File: src/rtl/alu_rr_scheduler.sv
// alu_rr_scheduler
//   Shares a single ALU among N_REQ requesters. A round-robin arbiter picks at
//   most one valid requester per cycle. The winner's operands are registered
//   onto the ALU inputs. A {valid,id} tag pipeline tracks each operation
//   through the ALU latency. The result is then broadcast, tagged with the
//   issuing requester's index.
//
// Ports
//   clk, rst_n        clock (rising edge), asynchronous active-low reset
//   hold              blocks new grants; in-flight operations still complete
//   req_valid         per-requester request valid
//   req_a, req_b      packed operands, requester i at [i*WIDTH +: WIDTH]
//   req_op            packed opcodes, requester i at [i*OP_W +: OP_W]
//   req_ready         one-hot-or-zero grant (combinational)
//   alu_a/b/op        registered operands/opcode to the ALU
//   alu_out, alu_c    ALU result and flag, valid ALU_LAT cycles after alu_a/b/op
//   rsp_valid         one-cycle pulse per completed operation
//   rsp_id            requester index of the completed operation
//   rsp_out, rsp_c    captured ALU result/flag; held while rsp_valid=0
//   busy              any operation in flight in the tag pipeline
//   issue_cnt         handshakes since reset, wrapping at 16 bits
module alu_rr_scheduler #(
  parameter int N_REQ   = 4,
  parameter int WIDTH   = 8,
  parameter int OP_W    = 3,
  parameter int ALU_LAT = 1,
  parameter int ID_W    = $clog2(N_REQ)
) (
  input  logic                   clk,
  input  logic                   rst_n,
  input  logic                   hold,
  input  logic [N_REQ-1:0]       req_valid,
  input  logic [N_REQ*WIDTH-1:0] req_a,
  input  logic [N_REQ*WIDTH-1:0] req_b,
  input  logic [N_REQ*OP_W-1:0]  req_op,
  output logic [N_REQ-1:0]       req_ready,
  output logic [WIDTH-1:0]       alu_a,
  output logic [WIDTH-1:0]       alu_b,
  output logic [OP_W-1:0]        alu_op,
  input  logic [WIDTH-1:0]       alu_out,
  input  logic                   alu_c,
  output logic                   rsp_valid,
  output logic [ID_W-1:0]        rsp_id,
  output logic [WIDTH-1:0]       rsp_out,
  output logic                   rsp_c,
  output logic                   busy,
  output logic [15:0]            issue_cnt
);

  logic [N_REQ-1:0] gnt;
  logic [ID_W-1:0]  gnt_id;
  logic [ID_W-1:0]  idx;
  logic             found;
  logic             hs;

  logic [WIDTH-1:0] sel_a, sel_b;
  logic [OP_W-1:0]  sel_op;

  logic [ID_W-1:0]  last_grant_q, last_grant_d;
  logic [WIDTH-1:0] alu_a_q, alu_a_d, alu_b_q, alu_b_d;
  logic [OP_W-1:0]  alu_op_q, alu_op_d;
  logic [ALU_LAT:0] tv_q, tv_d;
  logic [ID_W-1:0]  tid_q [ALU_LAT+1];
  logic [ID_W-1:0]  tid_d [ALU_LAT+1];
  logic             rsp_valid_q, rsp_valid_d;
  logic [ID_W-1:0]  rsp_id_q, rsp_id_d;
  logic [WIDTH-1:0] rsp_out_q, rsp_out_d;
  logic             rsp_c_q, rsp_c_d;
  logic [15:0]      issue_cnt_q, issue_cnt_d;

  // Round-robin search starting one past the last winner, wrapping modulo N_REQ.
  always_comb begin
    gnt    = '0;
    gnt_id = '0;
    idx    = '0;
    found  = 1'b0;
    if (!hold) begin
      for (int unsigned k = 0; k < N_REQ; k++) begin
        idx = ID_W'((32'(last_grant_q) + k + 1) % N_REQ);
        if (!found && req_valid[idx]) begin
          found    = 1'b1;
          gnt[idx] = 1'b1;
          gnt_id   = idx;
        end
      end
    end
  end

  assign hs = |gnt;

  always_comb begin
    sel_a  = '0;
    sel_b  = '0;
    sel_op = '0;
    for (int unsigned i = 0; i < N_REQ; i++) begin
      if (gnt[i]) begin
        sel_a  = req_a[i*WIDTH +: WIDTH];
        sel_b  = req_b[i*WIDTH +: WIDTH];
        sel_op = req_op[i*OP_W +: OP_W];
      end
    end
  end

  always_comb begin
    alu_a_d      = hs ? sel_a  : alu_a_q;
    alu_b_d      = hs ? sel_b  : alu_b_q;
    alu_op_d     = hs ? sel_op : alu_op_q;
    last_grant_d = hs ? gnt_id : last_grant_q;
    issue_cnt_d  = issue_cnt_q + {15'b0, hs};

    // Tag stage k describes the operation whose operands reached the ALU k cycles ago;
    // the last stage marks the cycle in which alu_out/alu_c belong to it.
    tv_d     = {tv_q[ALU_LAT-1:0], hs};
    tid_d[0] = gnt_id;
    for (int unsigned k = 1; k <= ALU_LAT; k++) begin
      tid_d[k] = tid_q[k-1];
    end

    rsp_valid_d = tv_q[ALU_LAT];
    rsp_id_d    = tv_q[ALU_LAT] ? tid_q[ALU_LAT] : rsp_id_q;
    rsp_out_d   = tv_q[ALU_LAT] ? alu_out        : rsp_out_q;
    rsp_c_d     = tv_q[ALU_LAT] ? alu_c          : rsp_c_q;
  end

  always_ff @(posedge clk or negedge rst_n) begin
    if (!rst_n) begin
      last_grant_q <= ID_W'(N_REQ - 1);
      alu_a_q      <= '0;
      alu_b_q      <= '0;
      alu_op_q     <= '0;
      tv_q         <= '0;
      for (int unsigned k = 0; k <= ALU_LAT; k++) begin
        tid_q[k] <= '0;
      end
      rsp_valid_q  <= 1'b0;
      rsp_id_q     <= '0;
      rsp_out_q    <= '0;
      rsp_c_q      <= 1'b0;
      issue_cnt_q  <= '0;
    end else begin
      last_grant_q <= last_grant_d;
      alu_a_q      <= alu_a_d;
      alu_b_q      <= alu_b_d;
      alu_op_q     <= alu_op_d;
      tv_q         <= tv_d;
      tid_q        <= tid_d;
      rsp_valid_q  <= rsp_valid_d;
      rsp_id_q     <= rsp_id_d;
      rsp_out_q    <= rsp_out_d;
      rsp_c_q      <= rsp_c_d;
      issue_cnt_q  <= issue_cnt_d;
    end
  end

  assign req_ready = gnt;
  assign alu_a     = alu_a_q;
  assign alu_b     = alu_b_q;
  assign alu_op    = alu_op_q;
  assign rsp_valid = rsp_valid_q;
  assign rsp_id    = rsp_id_q;
  assign rsp_out   = rsp_out_q;
  assign rsp_c     = rsp_c_q;
  assign busy      = |tv_q;
  assign issue_cnt = issue_cnt_q;

endmodule

File: config.mk
export PLATFORM = sky130hd
export DESIGN_NAME = alu_rr_scheduler
export DESIGN_NICKNAME = d
export VERILOG_FILES = /design/src/rtl/alu_rr_scheduler.sv
export SDC_FILE = /design/constraint.sdc
export NUM_CORES = 1
export LEC_CHECK = 0
export BUFFER_PORTS_ARGS = -buffer_cell sky130_fd_sc_hd__buf_2
export CAP_MARGIN = 30
export CORE_AREA = 2 2 93 95
export CTS_BUF_LIST = sky130_fd_sc_hd__clkbuf_4 sky130_fd_sc_hd__clkbuf_8 sky130_fd_sc_hd__clkbuf_16
export DETAILED_ROUTE_END_ITERATION = 10
export DIE_AREA = 0 0 95 97
export PLACE_DENSITY_LB_ADDON = 0.1
export SYNTH_ARGS = -nofsm -noshare
export SYNTH_HDL_FRONTEND = slang
export SYNTH_SLANG_ARGS = --single-unit
File: constraint.sdc
create_clock -name clk -period 5.35 [get_ports clk]
set_input_delay 1.07 -clock clk [delete_from_list [all_inputs] [get_ports clk]]
set_output_delay 1.07 -clock clk [all_outputs]
set_load 0.005 [all_outputs]
# Yosys cells after proc, flatten, opt, wreduce, memory -nomap -nowiden
# Cells that the tools add are included.
word_totals:
  reg_bits: 55
  input_bits: 92
  output_inout_bits: 52
classes:
  add_sub_neg: 7
  n_lt_le_gt_ge: 8
  mux: 47
  bitwise_logic: 3
  n_reduce_logical: 12
ops:
  columns: ["op", "n"]
  rows:
  - ["$mux 8", 8]
  - ["$mux 4", 8]
  - ["$add 16x1->16", 1]
  - ["$mux 1", 14]
  - ["$lt 2x3->1 const B", 4]
  - ["$mux 3", 4]
  - ["$or 4x4->4", 3]
  - ["$mux 2", 5]
  - ["$add 2x1->2 const B", 4]
  - ["$bmux 1 s2", 4]
  - ["$demux 1 s2", 4]
  - ["$ge 2x1->1 const B", 4]
  - ["$logic_and 1x1->1", 7]
  - ["$add 2x2->2 const B", 2]
  - ["$reduce_or 4->1", 1]
  - ["$logic_not 1->1", 3]
  - ["$reduce_or 2->1", 1]

# Depth between registers and ports, before layout
logic_depth:
  word_depth: 21
  depth_mapped: 18

# Worst setup path before layout
# OpenSTA, ideal clock, no wires.
synth_path:
  path_kind: "register to register"
  from: "register last_grant_q[0]"
  to: "register issue_cnt_q[13], in the netlist issue_cnt[13]"
  t_arrival_ps: 3896
  required_ps: 5270
  path_slack_ps: 1375
  path_stages_with_launch: 19
  synth_period_minus_slack_ps: 3975
  path_cell_list: "dfstp_2 -> buf_6 -> inv_1 -> ha_1 -> buf_2 -> mux4_2 -> nand2_1 -> o211ai_1 -> o31ai_4 -> inv_2 -> nor4_4 -> buf_4 -> inv_1 -> ha_1 -> and3_1 -> and2_1 -> nor2b_1 -> nand3_1 -> xnor2_1"
synth_via:
  elab_chain_len: 19
synth_lines:
  columns: ["item", "line_no", "rtl"]
  rows:
  - ["start: declaration", "59", "logic [ID_W-1:0] last_grant_q, last_grant_d;"]
  - ["start signal: assignment", "127", "last_grant_q <= ID_W'(N_REQ - 1);"]
  - ["start signal: assignment", "141", "last_grant_q <= last_grant_d;"]
  - ["branches (longest 15 deep; another with $lt 2x3->1)", null, null]
  - ["$mux 4 *", "80", "if (!found && req_valid[idx]) begin"]
  - ["$mux 4 *", "77", "if (!hold) begin"]
  - ["net req_ready[3]", "36", "output logic [N_REQ-1:0] req_ready,"]
  - ["$reduce_or 4->1 *", "89", "assign hs = |gnt;"]
  - ["net hs", "54", "logic hs;"]
  - ["$add 16x1->16 *", "109", "issue_cnt_d = issue_cnt_q + {15'b0, hs};"]
  - ["net issue_cnt_d[13]", "69", "logic [15:0] issue_cnt_q, issue_cnt_d;"]
  - ["end signal: assignment", "151", "issue_cnt_q <= issue_cnt_d;"]
  - ["end: declaration", "69", null]
# Mark *: on every way through the listed nets, which the timed path passes. The select of a mux whose other input is x is not followed.
# A chain may end at the register's enable or synchronous reset.

# Worst setup path in the final report
layout_path:
  from: "register last_grant_q[0]"
  to: "output req_ready[0]"
layout_via:
  elab_chain_len: 17
layout_lines:
  columns: ["item", "line_no"]
  rows:
  - ["branches (longest 15 deep; another with $lt 2x3->1)", null]
  - ["$mux 4 *", "80"]
  - ["$mux 4 *", "77"]
  - ["end: declaration", "36"]
# Every way passes the cells marked *. The select of a mux whose other input is x is not followed.

==> out/summary.md <==
- finished clean — outcome
- compound AO/OA/AOI/OAI gates — largest family of logic cells by synthesized area
- 0 — number of flops mapped to enable cells by yosys
- buf_2 — leading cell type in the layout, fill and taps excluded
- 0 — worst hold stages
- 6420 um — placed wire-length estimate
- 25.7% — synthesis-to-finish area growth
- 0.00415 mm^2 — final non-filler cell area
- 1.31 mW — Int Pwr
- 95 um — Horiz. Die Dim
- 207 MHz — Max Clock Freq
- 18.6% — aggregate global-route resource usage
- clkbuf_8 — CTS root buf
- 320 ps — source-to-sink clock delay at the later pin of the worst-skew pair
- 0.00813 mm^2 — Core Region
- 0 — warnings from Yosys
- 0.878 — gpl congestion
- 0 — count of cells resized by post-cts repair
- 0 — antenna violations before repair
- 0.00138 mm^2 — footprint of the flip-flops and latches
- 100% — proportion of synthesized flip-flops having asynchronous set or reset
- 522 — Nets
- 17 — Max Fanout on Critical Path
- 0.00330 mm^2 — Netlist Area Pre-Place
- 8.53% — fraction of the mapped netlist area in simple logic gates
- issue_cnt[13] — Reg-to-Reg End
- 13.0 ps — Post-Route Skew
- last_grant_q[0] — FF-to-FF Start
- 97 um — die extent in y
- 971 ps — Worst-Margin Slew
- 31.0% — part of the power in registers
- 2 — worst path buffer plus inverter count
- 529 ps — least setup slack across all paths after layout
- 55 — total clock sinks
- 35.2% — remaining max-slew budget at the tightest pin
- register to register — class of the tightest hold or removal check
- 33 — row count
- 0 — number of buffers inserted for hold repair after clock tree synthesis
- 3.79% — fraction of the mapped netlist area in adder cells
- 144 — I/O pin total
- 110 ps — register clock-pin slew on the reported worst setup and hold paths
- 2 — H-tree levels
- 1.00 mW — switching power
- 2.31 mW — total design power
- inv_1 -> ha_1 -> mux2_2 -> mux2i_1 -> nand4_1 -> a41oi_2 -> buf_2 — cells traversed along the worst timing path
- 8620 um — Routed WL
- 41.8% — fraction of the yosys area taken by sequential cells
- 58.4% — Logic pwr share
- 0 — leftover overflow at the end of global routing
- 143 — number of buffers inserted by port buffering
- 9.40% — mux share of post-synthesis cell area
- 0 — number of endpoints failing setup at the final stage
- 0 — antenna fix cells
- 0 ps — aggregate negative setup slack
- dfrtp_1 — dominant synthesized flop cell
- 11.5 um^2 — synthesized area per cell
- 25.5% — fraction of the mapped netlist area in compound gates
- multiplexers — CP delay by family, top
- 2 — Max clock buf depth
- tid_d[1] — start point of the worst hold path
- 55 — FF+latch count, synth
- 10.7% — Clk pwr share
- 0 — Final Max Slew Viols
- yes — TritonCTS clock tree
- 0 — number of max-capacitance violations reported
- 0.00405 mm^2 — Placed Area
- 0 — count of nets left with antenna violations after detail routing
- 140 — DRC marker count from the first detailed-route iteration
- 2.02 nW — static power due to leakage
- 755 ps — worst setup slack after placement
- 48.9% — layout cell share with drive strength beyond 1
- 3.72% — area share of xor/xnor cells in the synthesized design
- 286 — synthesized netlist cell count
- output pin — Worst setup EP type
- 14 — count of cells along the worst register-to-register path
- 4 — detailed-routing iteration count for the pre-antenna-repair pass
- 770 ps — worst setup slack for register-to-register paths
- 388 — Syn Nets
- 5.45 — via count normalized by instance count
- tid_q[1] — endpoint with the worst hold slack
- 4280 ps — CP Data Required Time
- 0.225 mV — worst-case vdd ir drop
- 2866 — count of vias placed by the detailed router
- 143 x buf_2, 53 x dfrtp_1, 25 x inv_1, 20 x a32oi_1 — commonest non-fill, non-tap cells in the layout
- 518 — placed insts
- 0.00922 mm^2 — Die Footprint
- 0 — post-CTS setup buffer count
- 5 — clock buffers created by TritonCTS
- 51.0% — end-of-flow core utilization
- 4820 ps — post-route minimum period
- 0 — remaining routing DRC violations
- 0.00168 mm^2 — multi-input logic area
- register to output pin — path type of the worst setup path
- 775 — number of fill cells
- 526 — number of cells in the finished layout apart from fillers
- register — crit start category
- 0 — Hold Violations, Final
- 750 ps — Crit path largest cell delay
- 43.3% — switch share
- 16.4 um — detailed-route wire length per cell
- 2702 — via count of the first global-routing pass
- no — setup repair after global routing missed its margin
- dfstp_2 — cell with the largest stage delay on the worst path
- 49 — number of distinct library cells after synthesis
- 3750 ps — critical path data arrival time
- 557 mW/mm^2 — total power density per cell area
- 40.6% — starting density of the core
- 90.1% — ratio of final minimum period to clock period
- 56 — largest net degree at the start of global routing
- 343 ps — worst hold slack
- 13600 um — global-route wire length before repair
flip-flops by register name, summed over array words and instances, names as in the netlist, 2 cells and up:
register / count
issue_cnt: 16
tv_q: 2
alu_a: 8
alu_b: 8
tid_q: 2
rsp_id: 2
rsp_out: 8
tid_d: 2
last_grant_q: 2
alu_op: 3
worst reg2reg max path, delay by kind of cell (launching register included):
kind	cells	cell delay [ps]
flip-flops	1	750
AND/OR/NAND/NOR	6	1030
buffers and inverters	2	320
XOR/XNOR	1	130
adder cells (fa/ha/maj)	2	710
multiplexers	2	940
AO/OA/AOI/OAI	1	590
cell usage after synthesis, types with 2 or more instances:
library cell  number  share of area (%)
a21oi_1            4               0.61
ha_1              10                3.8
buf_2             11                1.7
and3_1             5               0.95
buf_1              3               0.34
xnor2_1            9                2.4
nor2_1             6               0.68
dfstp_2            2                1.6
o211a_1            3               0.91
buf_4              4               0.91
o21ai_0            4               0.61
nand3_1           10                1.5
or2_2              2               0.38
a221oi_2          19                8.6
buf_6              4                1.4
inv_1             25                2.8
o32ai_1           19                5.0
dfrtp_1           53                 40
mux2_2            17                5.8
nor2b_1            2               0.38
xor2_1             5                1.3
a32oi_1           20                5.3
nand2_1           11                1.3
mux2i_1            7                2.1
nand4_1            3               0.57
o211ai_1           4               0.91
and4_4             2               0.68
worst max-delay path by stage:
stage,start,endpoint,cells past startpoint
after global placement,last_grant_q[0],issue_cnt[15],14
after CTS,last_grant_q[0],req_ready[0],7
after global routing,last_grant_q[0],req_ready[0],7
after detailed placement,last_grant_q[0],issue_cnt[13],14
final,last_grant_q[0],req_ready[0],7
after floorplan,last_grant_q[0],issue_cnt[13],18
layer usage:
metal / global-route usage (%) / share of wire (%)
met1: 25.1 / 44
met2: 30.7 / 49
met3: 3.04 / 5.2
met4: 5.46 / 1.3
met5: 0 / 0
cell families (layout without fill, tap and decap cells):
family / count (synthesis) / in the layout
compound gates: 84 / 84
flops: 55 / 55
simple gates: 49 / 49
buf+inv: 48 / 183
mux: 26 / 26
xor+xnor: 14 / 14
fa+ha+maj: 10 / 10
cell type report:
cell class / count / area share [%]
well taps: 105 / 3.17
clock inverters: 3 / 0.694
flip-flops and latches: 55 / 33.2
inverters: 26 / 2.35
multi-input cells: 183 / 40.5
repair buffers: 149 / 18.3
clock buffers: 5 / 1.66
power groups by stage:
stage	combinational [mW]	sequential (mW)	clock, mW
2_1_floorplan	0.994	0.716	0
3_3_place_gp	1.35	0.723	0
3_5_place_dp	1.36	0.728	0
4_1_cts	1.36	0.719	0.253
5_1_grt	1.49	0.743	0.271
6_report	1.35	0.715	0.246
(Power assumes the default switching activity.)
